$ cat src/rtl/axis_byte_arbiter_if.sv
// Byte-stream bundle between the serialisers, the arbiter and the shared async-FIFO write port.
interface axis_byte_arbiter_if #(
  parameter int NUM_SRC = 4
);
  localparam int GW = $clog2(NUM_SRC);

  logic [NUM_SRC*8-1:0] s_byte_data;
  logic [NUM_SRC-1:0]   s_byte_valid;
  logic [NUM_SRC-1:0]   s_byte_last;
  logic [NUM_SRC-1:0]   s_byte_ready;
  logic [7:0]           o_to_fifo;
  logic                 w_req;
  logic                 w_full;
  logic [GW-1:0]        o_grant_id;
  logic                 o_busy;

  modport master (
    input  s_byte_data, s_byte_valid, s_byte_last, w_full,
    output s_byte_ready, o_to_fifo, w_req, o_grant_id, o_busy
  );

  modport slave (
    output s_byte_data, s_byte_valid, s_byte_last, w_full,
    input  s_byte_ready, o_to_fifo, w_req, o_grant_id, o_busy
  );
endinterface

$ cat src/rtl/axis_byte_arbiter.sv
// Round-robin, packet-locked arbiter sharing one byte-wide FIFO write port among NUM_SRC streams.
// Optional ARB_BURST_LIMIT_EN also releases a grant after MAX_BURST bytes.
module axis_byte_arbiter_lane (
  input  logic       sel_i,
  input  logic       w_full_i,
  input  logic       valid_i,
  input  logic       last_i,
  input  logic [7:0] data_i,
  output logic       ready_o,
  output logic       wr_o,
  output logic       last_o,
  output logic [7:0] data_o
);
  assign ready_o = sel_i & ~w_full_i;
  assign wr_o    = ready_o & valid_i;
  assign last_o  = sel_i & last_i;
  assign data_o  = sel_i ? data_i : 8'h00;
endmodule

module axis_byte_arbiter #(
  parameter int NUM_SRC   = 4,
  parameter int MAX_BURST = 16
) (
  input  logic                m_axis_aclk,
  input  logic                m_axis_reset_n,
  axis_byte_arbiter_if.master bus
);
  localparam int GW = $clog2(NUM_SRC);

  if (NUM_SRC < 2 || NUM_SRC > 16 || MAX_BURST < 1 || MAX_BURST > 255) begin : g_bad_cfg
    $error("axis_byte_arbiter: NUM_SRC or MAX_BURST out of range");
  end

  typedef enum logic {IDLE, GRANT} state_e;

  state_e             state_q, state_d;
  logic [GW-1:0]      grant_q, grant_d;
  logic [GW-1:0]      last_grant_q, last_grant_d;
  logic [GW-1:0]      pick;
  logic [GW:0]        sum;
  logic               any_req;
  logic [NUM_SRC-1:0] sel, lane_ready, lane_wr, lane_last;
  logic [NUM_SRC-1:0][7:0] lane_data;
  logic [7:0]         fifo_byte;
  logic               xfer, xfer_last, release_grant;

  for (genvar i = 0; i < NUM_SRC; i++) begin : g_lane
    assign sel[i] = (state_q == GRANT) && (grant_q == GW'(i));
    axis_byte_arbiter_lane u_lane (
      .sel_i    (sel[i]),
      .w_full_i (bus.w_full),
      .valid_i  (bus.s_byte_valid[i]),
      .last_i   (bus.s_byte_last[i]),
      .data_i   (bus.s_byte_data[i*8 +: 8]),
      .ready_o  (lane_ready[i]),
      .wr_o     (lane_wr[i]),
      .last_o   (lane_last[i]),
      .data_o   (lane_data[i])
    );
  end

  // Only the granted lane is non-zero, so an OR merge acts as the output mux.
  always_comb begin
    fifo_byte = '0;
    xfer      = 1'b0;
    xfer_last = 1'b0;
    for (int i = 0; i < NUM_SRC; i++) begin
      fifo_byte = fifo_byte | lane_data[i];
      xfer      = xfer | lane_wr[i];
      xfer_last = xfer_last | (lane_wr[i] & lane_last[i]);
    end
  end

  // Descending scan so the closest valid index after last_grant wins.
  always_comb begin
    pick    = last_grant_q;
    any_req = 1'b0;
    sum     = '0;
    for (int k = NUM_SRC; k >= 1; k--) begin
      sum = {1'b0, last_grant_q} + (GW+1)'(k);
      if (sum >= (GW+1)'(NUM_SRC)) sum = sum - (GW+1)'(NUM_SRC);
      if (bus.s_byte_valid[sum[GW-1:0]]) begin
        pick    = sum[GW-1:0];
        any_req = 1'b1;
      end
    end
  end

`ifdef ARB_BURST_LIMIT_EN
  logic [7:0] burst_q, burst_d;
  logic       burst_hit;

  assign burst_hit     = (burst_q + 8'd1) == 8'(MAX_BURST);
  assign release_grant = xfer_last | (xfer & burst_hit);

  always_comb begin
    burst_d = burst_q;
    if (state_q == IDLE && any_req) burst_d = '0;
    else if (state_q == GRANT && xfer) burst_d = burst_q + 8'd1;
  end

  always_ff @(posedge m_axis_aclk or negedge m_axis_reset_n) begin
    if (!m_axis_reset_n) burst_q <= '0;
    else                 burst_q <= burst_d;
  end
`else
  assign release_grant = xfer_last;
`endif

  always_comb begin
    state_d      = state_q;
    grant_d      = grant_q;
    last_grant_d = last_grant_q;
    case (state_q)
      IDLE: begin
        if (any_req) begin
          state_d      = GRANT;
          grant_d      = pick;
          last_grant_d = pick;
        end
      end
      GRANT: begin
        if (release_grant) state_d = IDLE;
      end
      default: state_d = IDLE;
    endcase
  end

  always_ff @(posedge m_axis_aclk or negedge m_axis_reset_n) begin
    if (!m_axis_reset_n) begin
      state_q      <= IDLE;
      grant_q      <= '0;
      last_grant_q <= GW'(NUM_SRC-1);
    end else begin
      state_q      <= state_d;
      grant_q      <= grant_d;
      last_grant_q <= last_grant_d;
    end
  end

  assign bus.s_byte_ready = lane_ready;
  assign bus.o_to_fifo    = fifo_byte;
  assign bus.w_req        = xfer;
  assign bus.o_grant_id   = grant_q;
  assign bus.o_busy       = (state_q == GRANT);
endmodule

$ cat src/flat_wrapper.sv
// flat-port wrapper written by rule: the top's interface ports become plain ports
module axis_byte_arbiter_flat 
#(
  parameter int NUM_SRC   = 4,
  parameter int MAX_BURST = 16
)
  (m_axis_aclk, m_axis_reset_n, bus_s_byte_data, bus_s_byte_valid, bus_s_byte_last, bus_w_full, bus_s_byte_ready, bus_o_to_fifo, bus_w_req, bus_o_grant_id, bus_o_busy);
  axis_byte_arbiter_if #(.NUM_SRC(NUM_SRC)) bus_i ();
  input  logic m_axis_aclk;
  input  logic m_axis_reset_n;
  input wire logic [$bits(bus_i.s_byte_data)-1:0] bus_s_byte_data;
  input wire logic [$bits(bus_i.s_byte_valid)-1:0] bus_s_byte_valid;
  input wire logic [$bits(bus_i.s_byte_last)-1:0] bus_s_byte_last;
  input wire logic [$bits(bus_i.w_full)-1:0] bus_w_full;
  output wire logic [$bits(bus_i.s_byte_ready)-1:0] bus_s_byte_ready;
  output wire logic [$bits(bus_i.o_to_fifo)-1:0] bus_o_to_fifo;
  output wire logic [$bits(bus_i.w_req)-1:0] bus_w_req;
  output wire logic [$bits(bus_i.o_grant_id)-1:0] bus_o_grant_id;
  output wire logic [$bits(bus_i.o_busy)-1:0] bus_o_busy;
  assign bus_i.s_byte_data = bus_s_byte_data;
  assign bus_i.s_byte_valid = bus_s_byte_valid;
  assign bus_i.s_byte_last = bus_s_byte_last;
  assign bus_i.w_full = bus_w_full;
  assign bus_s_byte_ready = bus_i.s_byte_ready;
  assign bus_o_to_fifo = bus_i.o_to_fifo;
  assign bus_w_req = bus_i.w_req;
  assign bus_o_grant_id = bus_i.o_grant_id;
  assign bus_o_busy = bus_i.o_busy;
  axis_byte_arbiter #(.NUM_SRC(NUM_SRC), .MAX_BURST(MAX_BURST)) u_core (.m_axis_aclk(m_axis_aclk), .m_axis_reset_n(m_axis_reset_n), .bus(bus_i));
endmodule
$ cat config.mk
export PLATFORM = sky130hd
export DESIGN_NAME = axis_byte_arbiter_flat
export DESIGN_NICKNAME = d
export VERILOG_FILES = /design/src/rtl/axis_byte_arbiter_if.sv /design/src/rtl/axis_byte_arbiter.sv /design/src/flat_wrapper.sv
export SDC_FILE = /design/constraint.sdc
export NUM_CORES = 1
export LEC_CHECK = 0
export ABC_AREA = 0
export CORE_UTILIZATION = 34
export DETAILED_ROUTE_END_ITERATION = 10
export PLACE_DENSITY = 0.85
export SETUP_SLACK_MARGIN = 0.02
export SLEW_MARGIN = 30
export SYNTH_ARGS = -nofsm -noshare
export SYNTH_HDL_FRONTEND = slang
export SYNTH_SLANG_ARGS = --single-unit
$ cat constraint.sdc
create_clock -name m_axis_aclk -period 2.65 [get_ports m_axis_aclk]
set_clock_uncertainty 0.15 [all_clocks]
set_input_delay 0.795 -clock m_axis_aclk [delete_from_list [all_inputs] [get_ports m_axis_aclk]]
set_output_delay 0.795 -clock m_axis_aclk [all_outputs]
set_load 0.01 [all_outputs]
==> results of run 1 <==
-- layout make-up --
cell class              instances  area share
clock buffers                   4      0.0213
inverters                       3     0.00911
multi-input cells              55       0.410
flip-flops and latches          5       0.103
well taps                      25      0.0253
repair buffers                 72       0.431
-- sequential cells by signal (all words and copies together), names as in the netlist --
signal                 count
u_core.last_grant_q        2
u_core.bus.o_busy          1
u_core.bus.o_grant_id      2
-- how the worst max path moves through the flow --
| stage | to | slack [ns] | cells after the start |
|---|---|---|---|
| 3_5_place_dp | bus_w_req | -0.68 | 6 |
| 6_report | bus_w_req | 0.02 | 6 |
| 2_1_floorplan | bus_o_to_fifo[0] | 0.26 | 2 |
| 4_1_cts | bus_o_to_fifo[4] | 0.02 | 4 |
| 3_3_place_gp | bus_w_req | -0.67 | 6 |
| 5_1_grt | bus_w_req | -0.01 | 6 |
-- tightest hold or removal path, stage by stage (launching register included) --
cell and delay (ns):
dfrtp_1 0.39, nand2_1 0.07, nand2_1 0.06
-- metrics by stage --
stage / setup WS [ns] / area [um^2] / hold slack, ns
after global routing: -0.0124 / 1240 / 0.429
after global placement: -0.670 / 1330 / 0.379
after detailed placement: -0.682 / 1330 / 0.390
final: 0.0235 / 1240 / 0.399
after floorplan: 0.257 / 687 / 0.349
after CTS: 0.0202 / 1230 / 0.401
-- power breakdown --
group          leakage (nW)  internal (mW)  switching (mW)
sequential           0.0545          0.126          0.0534
clock                0.0150         0.0569          0.0307
combinational         0.525          0.494           0.369
total                 0.595          0.677           0.453
-- cell families after synthesis --
family                 after synthesis  share of synthesized area
AOI/OAI and AO/OA                   19                      0.197
buffers and inverters               11                      0.118
DFF                                  5                      0.186
muxes                                8                      0.279
and+or+nand+nor                     28                      0.220
-- layer usage --
layer	vias up	wire length [um]	GRT usage
li1	407	-	-
met1	392	959	0.271
met2	45	1270	0.442
met3	8	274	0.0769
met4	0	75	0.0857
met5	-	0	0
-- layout by cell type, fill, tap and decap left out, types with 2 or more instances in the layout --
cell	count
o21ai_0	4
buf_4	13
and2_4	4
clkbuf_4	3
dlygate4sd2_1	4
dfrtp_1	3
a21oi_1	2
mux4_2	8
buf_2	23
nor2_2	2
nor2_1	3
clkbuf_2	10
and2_1	4
inv_1	3
clkdlybuf4s50_1	8
a31oi_1	2
nand2_1	5
clkdlybuf4s15_1	6
buf_6	6
dfstp_2	2
-- repair_timing --
action / 4_1_cts / 5_1_grt
hold buffers: 0 / 0
pin swaps: 9 / 4
gates cloned: 0 / 0
buffers inserted: 0 / 1
resized for setup: 150 / 24
setup endpoints to repair: 13 / 8
==> metrics.md, run 1 <==
| Metric | Value |
|---|---|
| Outcome | `finished clean` |
| Sink Count | `5` |
| CTS max path bufs | `2` |
| Worst-path clk slew | `roughly 0.04 ns` |
| Setup TNS | `0 ns` |
| Multi-input logic area | `507 um^2` |
| Crit path buf inv count | `2` |
| CP max stage cell | `a221o_1` |
| Slew margin rel. | `0.746` |
| Die area | `2200 um^2` |
| Worst hold path startpoint | `u_core.bus.o_grant_id[1]` |
| Predominant post-synthesis flop cell | `dfrtp_1` |
| Min-delay worst type | `flip-flop to flip-flop` |
| CP Cell Sequence | `buf_8 > and2b_2 > a21oi_2 > nor3_2 > a221o_1 > buf_6` |
| Min Tclk post-route | `2.63 ns` |
| Final setup vio count | `0` |
| Syn Std Cell Area | `687 um^2` |
| First-pass GRT wire length | `approximately 3700 um` |
| Crit path largest cell delay | `0.29 ns` |
| Post-synth EDFFs | `0` |
| Core area | `around 1800 um^2` |
| Seq cells post-synth | `5` |
| Initial antenna violation count | `0` |
| Worst r2r path cells | `4` |
| Initial core utilization | `0.381` |
| Port buffer count | `58` |
| Syn avg cell area | `9.67 um^2` |
| Die Wd | `46.9 um` |
| Post-Syn Instances | `71` |
| Die Span Y | `46.9 um` |
| Top cell type's share of synthesized area | `0.164` |
| Share of layout cells above drive strength 1 | `0.561` |
| R2r endpoint | `u_core.bus.o_busy` |
| CTS tree | `built` |
| Worst R2R Start | `u_core.bus.o_grant_id[0]` |
| Post-DP HPWL | `2090 um` |
| I/O pin total | `59` |
| Tightest Pin Transition | `0.372 ns` |
| Arr. time, crit path | `1.68 ns` |
| Worst setup SP type | `primary input` |
| Reg area | `128 um^2` |
| Vias in the first global route | `803` |
| RSZ-0062 raised after global routing | `true` |
| Hold Crit Endpoint | `u_core.bus.o_grant_id[1]` |
| Post-route ant nets | `0` |
| Antenna Cells | `0` |
| Area grow syn2layout | `80.0%` |
| WL/cell | `15.7 um` |
| Clock latency on the worst-skew pair | `0.24 ns` |
| Netlist cell types | `34` |
| Htree depth | `1` |
| Site Rows | `15` |
| Asr flop ratio synth | `1.00` |
| Routed via count | `around 850` |
| Fmax | `381 MHz` |
| Fin crit share | `0.991` |
| Root Buffer | `clkbuf_4` |
| Iter 0 DRT Violations | `18` |
| Worst path top cell family by delay | `compound AO/OA/AOI/OAI gates` |
| Largest net degree at the start of global routing | `10` |
| RD Place Congestion | `0.784` |
| 1st-pass router iterations | `4` |
| Most common cell in the netlist | `and2_1` |
| DR DRC count | `0` |
| GRT Total Usage | `0.245` |
| Pwr Density | `between 900 and 1000 nW/um^2` |
| Largest cells by area after synthesis | `mux4_2 (16%), mux4_1 (11%), dfrtp_1 (11%)` |
| Overall Power | `1.13 mW` |
| Vias/cell | `5.20` |
| Fin cells | `164` |
| VDD IR-drop max | `~590 uV` |
| Syn_nets | `114` |
| Max Slew Vio Count | `0` |
| CP Data Required Time | `1.71 ns` |
| Dpl cells | `roughly 160` |
| Crit path max fanout | `4` |
| Final core occ | `0.686` |
| Synth warn | `0` |
| Crit path from | `bus_s_byte_valid[2]` |
| Drt total wl | `between 2000 and 3000 um` |
| Nets | `between 150 and 200` |
| Final hold vios | `0` |
| Leakage | `0.595 nW` |
| Hold path cells | `2` |
| Critical path type | `primary input to output pin` |
| Fillers | `157` |
| Reg2Reg Setup Slack | `1.07 ns` |
| CP Capture Type | `output pin` |
| Total gr overflow | `0` |
| TritonCTS buffer count | `3` |
| Sequential share of the synthesized area | `0.186` |
| MaxCap Viol Count | `0` |
| Cell taking the most area after synthesis | `mux4_2` |
| Commonest cells post-synth | `and2_1 (8), mux4_2 (5), nand2_1 (5)` |
Power figures use the tool's default switching activity.
==> run 2: changes to the inputs <==
SKIP_CTS_REPAIR_TIMING = 1   (was not set)
==> metrics.md, run 2 (same netlist as run 1, synthesis figures left out) <==
| Metric | Value |
|---|---|
| Outcome | `finished, violations left (was finished clean)` |
| Failing checks | `negative setup slack` |
| Clock latency on the worst-skew pair | `0.24 ns (about the same)` |
| Min Tclk post-route | `2.66 ns (was 2.63 ns)` |
| CP Cell Sequence | `dlymetal6s2s_1 > mux4_2 > and2_4 > buf_6 (was buf_8 > and2b_2 > a21oi_2 > nor3_2 > a221o_1 > buf_6)` |
| Htree depth | `1 (unchanged)` |
| Initial core utilization | `0.381 (unchanged)` |
| Crit path max fanout | `1 (was 4)` |
| Total gr overflow | `0 (unchanged)` |
| Iter 0 DRT Violations | `24 (was 18)` |
| MaxCap Viol Count | `0 (unchanged)` |
| Most common cell after layout, fill and taps aside | `dlymetal6s2s_1 (was buf_2)` |
| Fmax | `376 MHz (was 381 MHz)` |
| Fin crit share | `1.00 (was 0.991)` |
| Area grow syn2layout | `105% (was 80.0%)` |
| WHS | `0.399 ns (about the same)` |
| Routed via count | `872 (was 852)` |
| Seq pwr share | `0.155 (was 0.159)` |
| Worst setup SP type | `primary input (unchanged)` |
| Worst r2r path cells | `4 (unchanged)` |
| GRT Total Usage | `0.230 (was 0.245)` |
| Min-delay worst type | `flip-flop to flip-flop (unchanged)` |
| 1st-pass router iterations | `4 (unchanged)` |
| Crit path buf inv count | `2 (unchanged)` |
| Final hold vios | `0 (unchanged)` |
| I/O pin total | `59 (unchanged)` |
| Drt total wl | `2950 um (was 2580 um)` |
| Initial antenna violation count | `0 (unchanged)` |
| Leakage | `0.888 nW (was 0.595 nW)` |
| Design Area, Final | `1410 um^2 (was 1240 um^2)` |
| Most frequent cells in the layout | `dlymetal6s2s_1 (33), buf_4 (13), clkdlybuf4s50_1 (10) (was buf_2 (23), buf_4 (13), clkbuf_2 (10))` |
| Vias/cell | `5.35 (was 5.20)` |
| Fillers | `115 (was 157)` |
| Worst path depth | `4 (was 6)` |
| Overall Power | `1.16 mW (was 1.13 mW)` |
| Sw frac | `0.400 (was 0.401)` |
| Root Buffer | `clkbuf_4 (unchanged)` |
| Arr. time, crit path | `1.71 ns (was 1.68 ns)` |
| Worst path top cell family by delay | `multiplexers (was compound AO/OA/AOI/OAI gates)` |
| CP Data Required Time | `1.71 ns (about the same)` |
| RD Place Congestion | `0.784 (unchanged)` |
| CTS max path bufs | `2 (unchanged)` |
| Vias in the first global route | `775 (was 803)` |
| RSZ-0062 raised after global routing | `true (unchanged)` |
| CP Capture Type | `output pin (unchanged)` |
| Critical path type | `primary input to output pin (unchanged)` |
| First-pass GRT wire length | `3460 um (was 3700 um)` |
| Final setup vio count | `2 (was 0)` |
| Sink Count | `5 (unchanged)` |
| Worst hold path startpoint | `u_core.last_grant_q[0] (was u_core.bus.o_grant_id[1])` |
| DR DRC count | `0 (unchanged)` |
| Die Wd | `46.9 um (unchanged)` |
| WL/cell | `18.1 um (was 15.7 um)` |
| Site Rows | `15 (unchanged)` |
| Share of layout cells above drive strength 1 | `0.384 (was 0.561)` |
| Worst R2R Start | `u_core.bus.o_grant_id[0] (unchanged)` |
| Die area | `2200 um^2 (unchanged)` |
| Nets | `182 (was 183)` |
| Crit path largest cell delay | `0.49 ns (was 0.29 ns)` |
| Max Slew Vio Count | `0 (unchanged)` |
| Worst-path clk slew | `0.04 ns (about the same)` |
| Core area | `1800 um^2 (unchanged)` |
| Slew margin rel. | `0.740 (was 0.746)` |
| Total internal power | `0.697 mW (was 0.677 mW)` |
| Pwr Density | `823 nW/um^2 (was 914 nW/um^2)` |
| Switch Pwr | `0.464 mW (was 0.453 mW)` |
| TritonCTS buffer count | `3 (unchanged)` |
| Post-DP HPWL | `2090 um (unchanged)` |
| Hold path cells | `2 (unchanged)` |
| CP max stage cell | `mux4_2 (was a221o_1)` |
| Reg area | `128 um^2 (unchanged)` |
| Dpl cell area | `1330 um^2 (unchanged)` |
| Multi-input logic area | `498 um^2 (was 507 um^2)` |
| Setup slack after layout | `-0.00988 ns (was 0.0235 ns)` |
| CTS tree | `built (unchanged)` |
| Largest net degree at the start of global routing | `10 (unchanged)` |
| Final core occ | `0.783 (was 0.686)` |
| Logic pwr share | `0.770 (was 0.764)` |
| Antenna Cells | `0 (unchanged)` |
| Port buffer count | `58 (unchanged)` |
| Die Span Y | `46.9 um (unchanged)` |
| Tightest Pin Transition | `0.380 ns (was 0.372 ns)` |
| Crit path from | `bus_s_byte_data[20] (was bus_s_byte_valid[2])` |
| Post-route ant nets | `0 (unchanged)` |
| Clock share of power | `0.075 (was 0.078)` |
| VDD IR-drop max | `574 uV (was 585 uV)` |
==> run 2: changes by cell type in the layout (fill, tap and decap cells not counted), sizes merged <==
cell           before  now
buf                43   21
clkbuf             14   11
clkdlybuf4s15       6    0
clkdlybuf4s50       8   10
dlygate4sd2         4    0
dlymetal6s2s        1   33
==> run 2: final cells by class <==
type                       count  area share
sequential                     5      0.0904
inverter                       3     0.00798
multi-input combinational     55       0.353
timing repair buffer          71       0.508
clock buffer                   4      0.0186
tap                           25      0.0222
==> run 2: metrics by stage <==
step           std cells  setup WS [ns]  TNS [ns]
2_1_floorplan         71          0.257         0
3_3_place_gp         159         -0.670     -7.09
3_5_place_dp         159         -0.682     -7.48
4_1_cts              163         -0.683     -7.54
5_1_grt              163        -0.0785   -0.0882
6_report             163       -0.00988   -0.0121
==> run 2: worst paths after layout <==
path	to	slack, ns
worst max-delay path	bus_o_to_fifo[4]	-0.01
worst min register to register	u_core.last_grant_q[0]	0.40
max in group asynchronous	u_core.last_grant_q[1]	1.48
worst max register to register	u_core.bus.o_busy	1.07
worst min-delay path	u_core.last_grant_q[0]	0.40
min in group asynchronous	u_core.bus.o_grant_id[0]	0.63
==> run 2: power groups by stage <==
stage | logic [mW] | clock network, mW | registers [mW]
6_report | 0.894 | 0.0870 | 0.180
5_1_grt | 0.956 | 0.0949 | 0.187
4_1_cts | 0.840 | 0.0897 | 0.177
3_5_place_dp | 0.838 | 0 | 0.177
3_3_place_gp | 0.809 | 0 | 0.172
2_1_floorplan | 0.479 | 0 | 0.170
==> run 2: worst reg2reg max path: cells and delay by family (launching register included) <==
kind	cells	cell delay [ns]
compound gates	2	0.22
buf+inv	1	0.18
flops	1	0.38
simple gates	1	0.51
==> run 2: per-layer routing <==
metal	GRT usage	share of wire
met5	0	0
met2	0.442	0.49
met1	0.245	0.39
met3	0.0692	0.11
met4	0.0514	0.013
